### src/rtl/hdmi_video_timing_gen.sv
// hdmi_video_timing_gen
//   Parametrised video timing generator that feeds the TMDS encoders of the
//   HDMI transmitter. The porches, sync widths and sync polarities are all
//   parameters. The block adds frame-aligned start/stop control, a ready/valid
//   pixel input and a sticky underflow flag. It runs on the pixel clock.
//
//   Optional build macro: HDMI_VTG_TEST_PATTERN_EN
//     Adds input i_pattern. When it is sampled high at (0,0), the whole frame
//     shows 8 vertical colour bars instead of the pixel stream.
//
// Ports
//   clk          pixel clock
//   rst          synchronous active-high reset
//   i_enable     run request
//   i_rgb        pixel data {R,G,B}
//   i_valid      i_rgb valid
//   i_pattern    colour-bar frame request (HDMI_VTG_TEST_PATTERN_EN only)
//   o_ready      pixel requested this cycle (combinational)
//   o_rgb        registered pixel to the encoders
//   o_de         data enable
//   o_hsync      horizontal sync
//   o_vsync      vertical sync
//   o_x, o_y     position of the current output pixel
//   o_sof        one-cycle pulse with pixel (0,0)
//   o_running    high while the generator is not idle
//   o_underflow  sticky flag, cleared only by rst
module hdmi_video_timing_gen #(
  parameter int H_ACTIVE  = 640,
  parameter int H_FRONT   = 16,
  parameter int H_SYNC    = 96,
  parameter int H_BACK    = 48,
  parameter int V_ACTIVE  = 480,
  parameter int V_FRONT   = 10,
  parameter int V_SYNC    = 2,
  parameter int V_BACK    = 33,
  parameter bit HSYNC_POL = 1'b0,
  parameter bit VSYNC_POL = 1'b0,
  parameter int CNT_W     = 12
) (
  input  logic             clk,
  input  logic             rst,
  input  logic             i_enable,
  input  logic [23:0]      i_rgb,
  input  logic             i_valid,
`ifdef HDMI_VTG_TEST_PATTERN_EN
  input  logic             i_pattern,
`endif
  output logic             o_ready,
  output logic [23:0]      o_rgb,
  output logic             o_de,
  output logic             o_hsync,
  output logic             o_vsync,
  output logic [CNT_W-1:0] o_x,
  output logic [CNT_W-1:0] o_y,
  output logic             o_sof,
  output logic             o_running,
  output logic             o_underflow
);

  localparam int H_TOTAL = H_ACTIVE + H_FRONT + H_SYNC + H_BACK;
  localparam int V_TOTAL = V_ACTIVE + V_FRONT + V_SYNC + V_BACK;

  localparam logic [CNT_W-1:0] H_ACT_C  = CNT_W'(H_ACTIVE);
  localparam logic [CNT_W-1:0] HS_BEG_C = CNT_W'(H_ACTIVE + H_FRONT);
  localparam logic [CNT_W-1:0] HS_END_C = CNT_W'(H_ACTIVE + H_FRONT + H_SYNC);
  localparam logic [CNT_W-1:0] H_LAST_C = CNT_W'(H_TOTAL - 1);
  localparam logic [CNT_W-1:0] V_ACT_C  = CNT_W'(V_ACTIVE);
  localparam logic [CNT_W-1:0] VS_BEG_C = CNT_W'(V_ACTIVE + V_FRONT);
  localparam logic [CNT_W-1:0] VS_END_C = CNT_W'(V_ACTIVE + V_FRONT + V_SYNC);
  localparam logic [CNT_W-1:0] V_LAST_C = CNT_W'(V_TOTAL - 1);

  typedef enum logic [1:0] {
    IDLE     = 2'd0,
    RUN      = 2'd1,
    STOPPING = 2'd2
  } state_t;

  state_t           state_q, state_d;
  logic [CNT_W-1:0] h_q, h_d, v_q, v_d;
  logic [CNT_W-1:0] h_adv, v_adv;
  logic             h_last, v_last;
  logic             active, hs, vs, running;
  logic             pat_frame;

  logic [23:0]      o_rgb_q, o_rgb_d;
  logic             o_de_q, o_de_d;
  logic             o_hsync_q, o_hsync_d;
  logic             o_vsync_q, o_vsync_d;
  logic [CNT_W-1:0] o_x_q, o_x_d;
  logic [CNT_W-1:0] o_y_q, o_y_d;
  logic             o_sof_q, o_sof_d;
  logic             o_running_q, o_running_d;
  logic             o_underflow_q, o_underflow_d;

`ifdef HDMI_VTG_TEST_PATTERN_EN
  localparam logic [CNT_W-1:0] BAR_W_C = CNT_W'(H_ACTIVE / 8);

  logic             pattern_q, pattern_d;
  logic [CNT_W-1:0] bar_idx;
  logic [23:0]      bar_rgb;

  // i_pattern is taken at (0,0) and then held for the rest of the frame.
  always_comb begin
    pat_frame = (h_q == '0 && v_q == '0) ? i_pattern : pattern_q;
    pattern_d = pat_frame;
    bar_idx   = h_q / BAR_W_C;
    case (bar_idx)
      CNT_W'(0): bar_rgb = 24'hFFFFFF;
      CNT_W'(1): bar_rgb = 24'hFFFF00;
      CNT_W'(2): bar_rgb = 24'h00FFFF;
      CNT_W'(3): bar_rgb = 24'h00FF00;
      CNT_W'(4): bar_rgb = 24'hFF00FF;
      CNT_W'(5): bar_rgb = 24'hFF0000;
      CNT_W'(6): bar_rgb = 24'h0000FF;
      default:   bar_rgb = 24'h000000;
    endcase
  end
`else
  assign pat_frame = 1'b0;
`endif

  always_comb begin
    h_last  = (h_q == H_LAST_C);
    v_last  = (v_q == V_LAST_C);
    h_adv   = h_last ? '0 : h_q + 1'b1;
    v_adv   = h_last ? (v_last ? '0 : v_q + 1'b1) : v_q;
    active  = (h_q < H_ACT_C) && (v_q < V_ACT_C);
    hs      = (h_q >= HS_BEG_C) && (h_q < HS_END_C);
    vs      = (v_q >= VS_BEG_C) && (v_q < VS_END_C);
    running = (state_q != IDLE);
    o_ready = running && active && !pat_frame;

    state_d = state_q;
    h_d     = h_q;
    v_d     = v_q;
    unique case (state_q)
      IDLE: begin
        h_d = '0;
        v_d = '0;
        if (i_enable) state_d = RUN;
      end
      RUN: begin
        h_d = h_adv;
        v_d = v_adv;
        if (!i_enable) state_d = STOPPING;
      end
      STOPPING: begin
        h_d = h_adv;
        v_d = v_adv;
        // Only leave at the very last pixel so a frame is never cut short.
        if (i_enable)                state_d = RUN;
        else if (h_last && v_last)   state_d = IDLE;
      end
      default: begin
        state_d = IDLE;
        h_d     = '0;
        v_d     = '0;
      end
    endcase

    if (running) begin
      o_de_d    = active;
      o_hsync_d = hs ? HSYNC_POL : ~HSYNC_POL;
      o_vsync_d = vs ? VSYNC_POL : ~VSYNC_POL;
      o_x_d     = h_q;
      o_y_d     = v_q;
      o_sof_d   = (h_q == '0) && (v_q == '0);
      o_rgb_d   = (o_ready && i_valid) ? i_rgb : '0;
`ifdef HDMI_VTG_TEST_PATTERN_EN
      if (pat_frame && active) o_rgb_d = bar_rgb;
`endif
    end else begin
      o_de_d    = 1'b0;
      o_hsync_d = ~HSYNC_POL;
      o_vsync_d = ~VSYNC_POL;
      o_x_d     = '0;
      o_y_d     = '0;
      o_sof_d   = 1'b0;
      o_rgb_d   = '0;
    end
    o_running_d   = running;
    o_underflow_d = o_underflow_q || (o_ready && !i_valid);
  end

  always_ff @(posedge clk) begin
    if (rst) begin
      state_q       <= IDLE;
      h_q           <= '0;
      v_q           <= '0;
      o_rgb_q       <= '0;
      o_de_q        <= 1'b0;
      o_hsync_q     <= ~HSYNC_POL;
      o_vsync_q     <= ~VSYNC_POL;
      o_x_q         <= '0;
      o_y_q         <= '0;
      o_sof_q       <= 1'b0;
      o_running_q   <= 1'b0;
      o_underflow_q <= 1'b0;
`ifdef HDMI_VTG_TEST_PATTERN_EN
      pattern_q     <= 1'b0;
`endif
    end else begin
      state_q       <= state_d;
      h_q           <= h_d;
      v_q           <= v_d;
      o_rgb_q       <= o_rgb_d;
      o_de_q        <= o_de_d;
      o_hsync_q     <= o_hsync_d;
      o_vsync_q     <= o_vsync_d;
      o_x_q         <= o_x_d;
      o_y_q         <= o_y_d;
      o_sof_q       <= o_sof_d;
      o_running_q   <= o_running_d;
      o_underflow_q <= o_underflow_d;
`ifdef HDMI_VTG_TEST_PATTERN_EN
      pattern_q     <= pattern_d;
`endif
    end
  end

  assign o_rgb       = o_rgb_q;
  assign o_de        = o_de_q;
  assign o_hsync     = o_hsync_q;
  assign o_vsync     = o_vsync_q;
  assign o_x         = o_x_q;
  assign o_y         = o_y_q;
  assign o_sof       = o_sof_q;
  assign o_running   = o_running_q;
  assign o_underflow = o_underflow_q;

endmodule

### config.mk
export PLATFORM = sky130hd
export DESIGN_NAME = hdmi_video_timing_gen
export DESIGN_NICKNAME = d
export VERILOG_FILES = /design/src/rtl/hdmi_video_timing_gen.sv
export SDC_FILE = /design/constraint.sdc
export NUM_CORES = 1
export LEC_CHECK = 0
export CAP_MARGIN = 20
export CORE_ASPECT_RATIO = 0.6
export CORE_MARGIN = 4
export CORE_UTILIZATION = 50
export CTS_BUF_LIST = sky130_fd_sc_hd__clkbuf_8
export CTS_CLUSTER_DIAMETER = 100
export DETAILED_ROUTE_END_ITERATION = 10
export GPL_TIMING_DRIVEN = 1
export PLACE_DENSITY = 0.87
export REMOVE_ABC_BUFFERS = 1
export SETUP_SLACK_MARGIN = 0.4
export SLEW_MARGIN = 0
export SYNTH_ARGS = -nofsm -noshare
export SYNTH_HDL_FRONTEND = slang
export SYNTH_SLANG_ARGS = --single-unit
### constraint.sdc
create_clock -name clk -period 4.3 [get_ports clk]
set_clock_uncertainty 0.1 [all_clocks]
set_input_delay 0.86 -clock clk [delete_from_list [all_inputs] [get_ports clk]]
set_output_delay 0.86 -clock clk [all_outputs]
set_load 0.005 [all_outputs]
# Yosys cells after proc, flatten, opt, wreduce, memory -nomap -nowiden
# Index checks and enable logic that the tools add are counted.
# word_totals
register_bits	80
# classes
n_eq_ne	7
n_addsub	2
muxes	8
n_lt_le_gt_ge	6
bitwise_logic	3
n_reduce_logical	20
# ops
operator	count
$add A12 B1 Y12 const B	2
$eq A12 B10 Y1 const B	2
$logic_not A12 Y1	2
$lt A12 B10 Y1 const B	2
$lt A12 B9 Y1 const B	2
$ge A12 B10 Y1 const B	1
$ge A12 B9 Y1 const B	1
$mux W12	1
$logic_and A1 B1 Y1	8
$mux W2	4
$pmux W2 S3	1
$reduce_or A2 Y1	3
$reduce_or A3 Y1	2
$ne A2 B2 Y1 const B	2
$ne A3 B3 Y1 const B	1
$not A1 Y1	3
$reduce_and A3 Y1	1
$eq A2 B1 Y1 const B	1
$eq A2 B2 Y1 const B	1
$logic_not A2 Y1	1
$mux W1	2
$reduce_bool A2 Y1	1
$logic_not A1 Y1	1
$logic_or A1 B1 Y1	1

# Longest topological paths before layout
# depth
ltp_word	6
mapped_depth	8

# Least setup slack after synthesis
# No wires, ideal clock.
# synth_path
path_type	reg2reg
startpoint	register h_q[11]
endpoint	register v_q[11]
required_time_ns	4.130
setup_slack_ns	2.094
synth_period_minus_slack_ns	2.206
t_arrival_ns	2.036
n_path_buf	1
stages_incl_launch_ff	6
setup_ns	0.070
path_cell_list	dfxtp_1 > or4_4 > or4_1 > buf_2 > or4_1 > a21oi_1
# synth_via
elab_chain_len	1
# synth_rtl
item	line_no	source
from (decl)	79	logic [CNT_W-1:0] h_q, h_d, v_q, v_d;
from (signal assigned)	188	h_q <= '0;
from (signal assigned)	204	h_q <= h_d;
$eq A12 B10 Y1	123	h_last = (h_q == H_LAST_C);
to (signal assigned)	205	v_q <= v_d;
to (decl)	79	
# No other way between the ends.
# A chain may end at the register's enable or synchronous reset.

# Worst setup path after layout
# layout_path
startpoint	register state_q[0]
endpoint	output port o_ready
# layout_via
elab_chain_len	2
# layout_rtl
item	line_no	source
from (decl)	78	state_t state_q, state_d;
from (signal assigned)	203	state_q <= state_d;
$reduce_bool A2 Y1	130	running = (state_q != IDLE);
$logic_and A1 B1 Y1	131	o_ready = running && active && !pat_frame;
to (decl)	48	output logic o_ready,
# No other way between the ends.

==> results.sh <==
export IMPL_status="completed"
export IMPL_slew_headroom_pct=44.71
export IMPL_seq_area_frac_synth_pct=55.58
export IMPL_io_buffers=82
export IMPL_synth_simple_area_share_pct=27.18
export IMPL_critPathSlowestCell="clkdlybuf4s50_1"
export IMPL_reg2reg_from="h_q[11]$_SDFF_PP0_"
export IMPL_htreeDepth=3
export IMPL_crit_arrival_ns=2.13
export IMPL_synth_cell_types=32
export IMPL_rows=21
export IMPL_ys_ff_latch=80
export IMPL_p_leak_nw=1.413
export IMPL_wl_per_cell_microns=14.52
export IMPL_seqPwrFrac_pct=51.9
export IMPL_final_hold_viol_count=0
export IMPL_crit_top_cell="inv_1"
export IMPL_antenna_diode_count=0
export IMPL_synth_compound_area_share_pct=5.775
export IMPL_maxSlewViolCount=0
export IMPL_worst_setup_path_type="flip-flop to output pin"
export IMPL_grt_pass1_vias=2184
export IMPL_vias=2362
export IMPL_vias_per_cell=5.124
export IMPL_root_buffer="clkbuf_8"
export IMPL_dieArea_sq_mm=0.007082
export IMPL_die_h_microns=66.81
export IMPL_hp_class="flip-flop to flip-flop"
export IMPL_power_frac_comb_pct=9.2
export IMPL_dp_cells=446
export IMPL_path_clk_slew_ns=0.07
export IMPL_worst_setup_path_end_kind="output pin"
export IMPL_synthAdderAreaFrac_pct=3.908
export IMPL_postSynthAreaPerCell_sq_um=9.670
export IMPL_fmax_ghz=0.3232
export IMPL_max_cap_violations=0
export IMPL_numCtsBuffers=9
export IMPL_hpwl_microns=5060
export IMPL_crit_path_start="state_q[0]$_SDFFE_PP0P_"
export IMPL_cts_hold_fix_buffers=0
export IMPL_yosysWarnings=0
export IMPL_cp_max_fo=12
export IMPL_remaining_drc_errors=0
export IMPL_worstPathCellList="inv_1 > ha_1 > nor3_1 > nand4_1 > inv_1 > clkdlybuf4s50_1"
export IMPL_min_path_cells=1
export IMPL_clock_path_buffers=2
export IMPL_ctsResizeCount=0
export IMPL_cp_depth=6
export IMPL_p_clk_share_pct=38.9
export IMPL_cts_setup_buffers=0
export IMPL_io_pins=83
export IMPL_swShare_pct=22.14
export IMPL_die_w_microns=106.0
export IMPL_p_int_w=0.001151
export IMPL_drive_gt1_share_pct=4.462
export IMPL_grtUsageTotal_pct=19.57
export IMPL_pre_cts_slack_ns=1.572
export IMPL_worstRegToRegCells=4
export IMPL_postRouteAntennaNets=0
export IMPL_synth_area_sq_mm=0.002882
export IMPL_hold_start="o_underflow$_SDFF_PP0_"
export IMPL_syn_to_final_growth_pct=37.47
export IMPL_powerDensity_mw_per_mm2=373.3
export IMPL_rsz0062_at_grt="false"
export IMPL_fin_hold_ws_ns=0.3757
export IMPL_critPathMaxStageDelay_ns=0.50
export IMPL_clock_sinks=80
export IMPL_antenna_found_initial=0
export IMPL_wirelength_microns=6692
export IMPL_setup_violations=0
export IMPL_start_util_pct=51.73
export IMPL_instances_no_fill=461
export IMPL_grt_pass1_wl_microns=10560
export IMPL_worst_pin_slew_ns=0.8239
export IMPL_crit_buf_inv=3
export IMPL_finalSetupTns_ns=0
export IMPL_crit_required_ns=3.34
export IMPL_tritoncts="yes"
export IMPL_grt_ovfl_total=0
export IMPL_core_area_sq_mm=0.005570
export IMPL_drt_iter0_markers=124
export IMPL_synthMuxAreaShare_pct=0.3474
export IMPL_nNetsFinal=414
export IMPL_vdd_drop_max_v=0.0002197
export IMPL_syn_inst=298
export IMPL_gp_congestion=0.8556
export IMPL_timing_final_crit_period_ns=3.094
export IMPL_path_delay_family="buffers and inverters"
export IMPL_drt_pass1_iterations=5
export IMPL_p_sw_w=0.0003275
export IMPL_period_share_pct=71.95
export IMPL_synth_xor_area_share_pct=3.343
export IMPL_postLayoutSetupSlackWorst_ns=1.206
export IMPL_clkLatencyLatePin_ns=0.35
export IMPL_grt_start_max_net_pins=25
export IMPL_critPathLaunchType="flip-flop"
export IMPL_synth_top_family_by_area="simple AND/OR/NAND/NOR gates"
## cell families (layout without fill, tap and decap cells)
logic type	after synthesis	after routing
fa+ha+maj	9	9
flops	80	80
xor+xnor	11	11
compound gates	29	29
simple gates	139	139
buf+inv	29	112
mux	1	1
## registers in the layout (all words and copies together) (netlist names)
name	flops
o_y	12
o_rgb	24
h_q	12
o_vsync	1
o_hsync	1
v_q	12
o_running	1
o_de	1
state_q	2
o_sof	1
o_underflow	1
o_x	12
## placed cells by master (no fill, tap or decap)
master	count
buf_4	1
nand4_1	10
bufinv_16	2
clkdlybuf4s50_1	82
o21ba_2	1
xnor2_1	10
a21oi_1	11
nor3_1	17
dfxtp_1	80
xor2_1	1
a32oi_1	1
nor4bb_1	1
o21ai_1	1
mux2i_1	1
o31ai_1	2
nor2_1	19
nor4b_1	2
nand2_1	11
ha_1	9
nor2b_1	3
clkbuf_8	9
and4_1	1
o21ai_0	10
o22ai_1	1
or3_1	9
nand3_1	11
inv_1	15
nor4_1	4
clkinvlp_4	3
and3_1	4
or4_4	1
o311ai_0	1
o21a_1	1
or4_1	6
and2_1	40
## layout make-up
type | count | area, sq um
Clock buffer | 9 | 123.9
Timing Repair Buffer | 83 | 828.3
Multi-Input combinational cell | 189 | 1169
Sequential cell | 80 | 1602
Inverter | 14 | 52.55
Fill cell | 410 | 1609
Clock inverter | 6 | 86.33
Tap cell | 80 | 100.1
## power by group through the flow
stage / clock (W) / combinational (W) / sequential (W)
finish: 0.000575 / 0.000136 / 0.000768
floorplan: 0 / 0.0000543 / 0.000786
global placement: 0 / 0.000131 / 0.000784
CTS: 0.000584 / 0.000135 / 0.000768
global route: 0.000617 / 0.000149 / 0.000769
detailed placement: 0 / 0.000134 / 0.000785
## metal layers
metal  share of wire [%]  vias up  track usage [%]
met2                  44       93            30.16
met1                  45     1093            25.46
met3                 9.0       12            6.583
met4                 1.8        0            7.754
li1                    -     1164                -
met5                   0        -                0
## Yosys cell counts, drive strengths merged
library cell / count / area, sq um
dfxtp: 80 / 1602
and2: 40 / 250.2
nor2: 19 / 71.32
nor3: 17 / 85.08
inv: 14 / 52.55
clkbuf: 13 / 48.80
a21oi: 11 / 55.05
nand2: 11 / 41.29
nand3: 11 / 55.05
o21ai: 11 / 55.05
nand4: 10 / 62.56
xnor2: 10 / 87.58
ha: 9 / 112.6
or3: 9 / 56.30
or4: 7 / 56.30
and3: 4 / 25.02
nor4: 4 / 25.02
nor2b: 3 / 18.77
buf: 2 / 10.01
nor4b: 2 / 17.52
o31ai: 2 / 15.01
a32oi: 1 / 8.760
and4: 1 / 8.760
mux2i: 1 / 10.01
nor4bb: 1 / 10.01
o21a: 1 / 7.510
o21ba: 1 / 10.01
o22ai: 1 / 6.260
o311ai: 1 / 8.760
xor2: 1 / 8.760
## stage by stage
stage                     instance area [sq um]  total power, W  utilization (%)
after floorplan                            2823       0.0008400                -
final                                      3961        0.001479            71.11
after CTS                                  3961        0.001488            71.11
after global routing                       3961        0.001535            71.11
after detailed placement                   3751       0.0009190            67.34
after global placement                     3751       0.0009153            67.34
## path summary, 6_finish.rpt
path | to | slack, ns
max | o_ready | 1.21
min | o_underflow$_SDFF_PP0_ | 0.38
max reg2reg | v_q[4]$_SDFFE_PP0N_ | 1.58
min reg2reg | o_underflow$_SDFF_PP0_ | 0.38
Power figures use the tool's default switching activity.
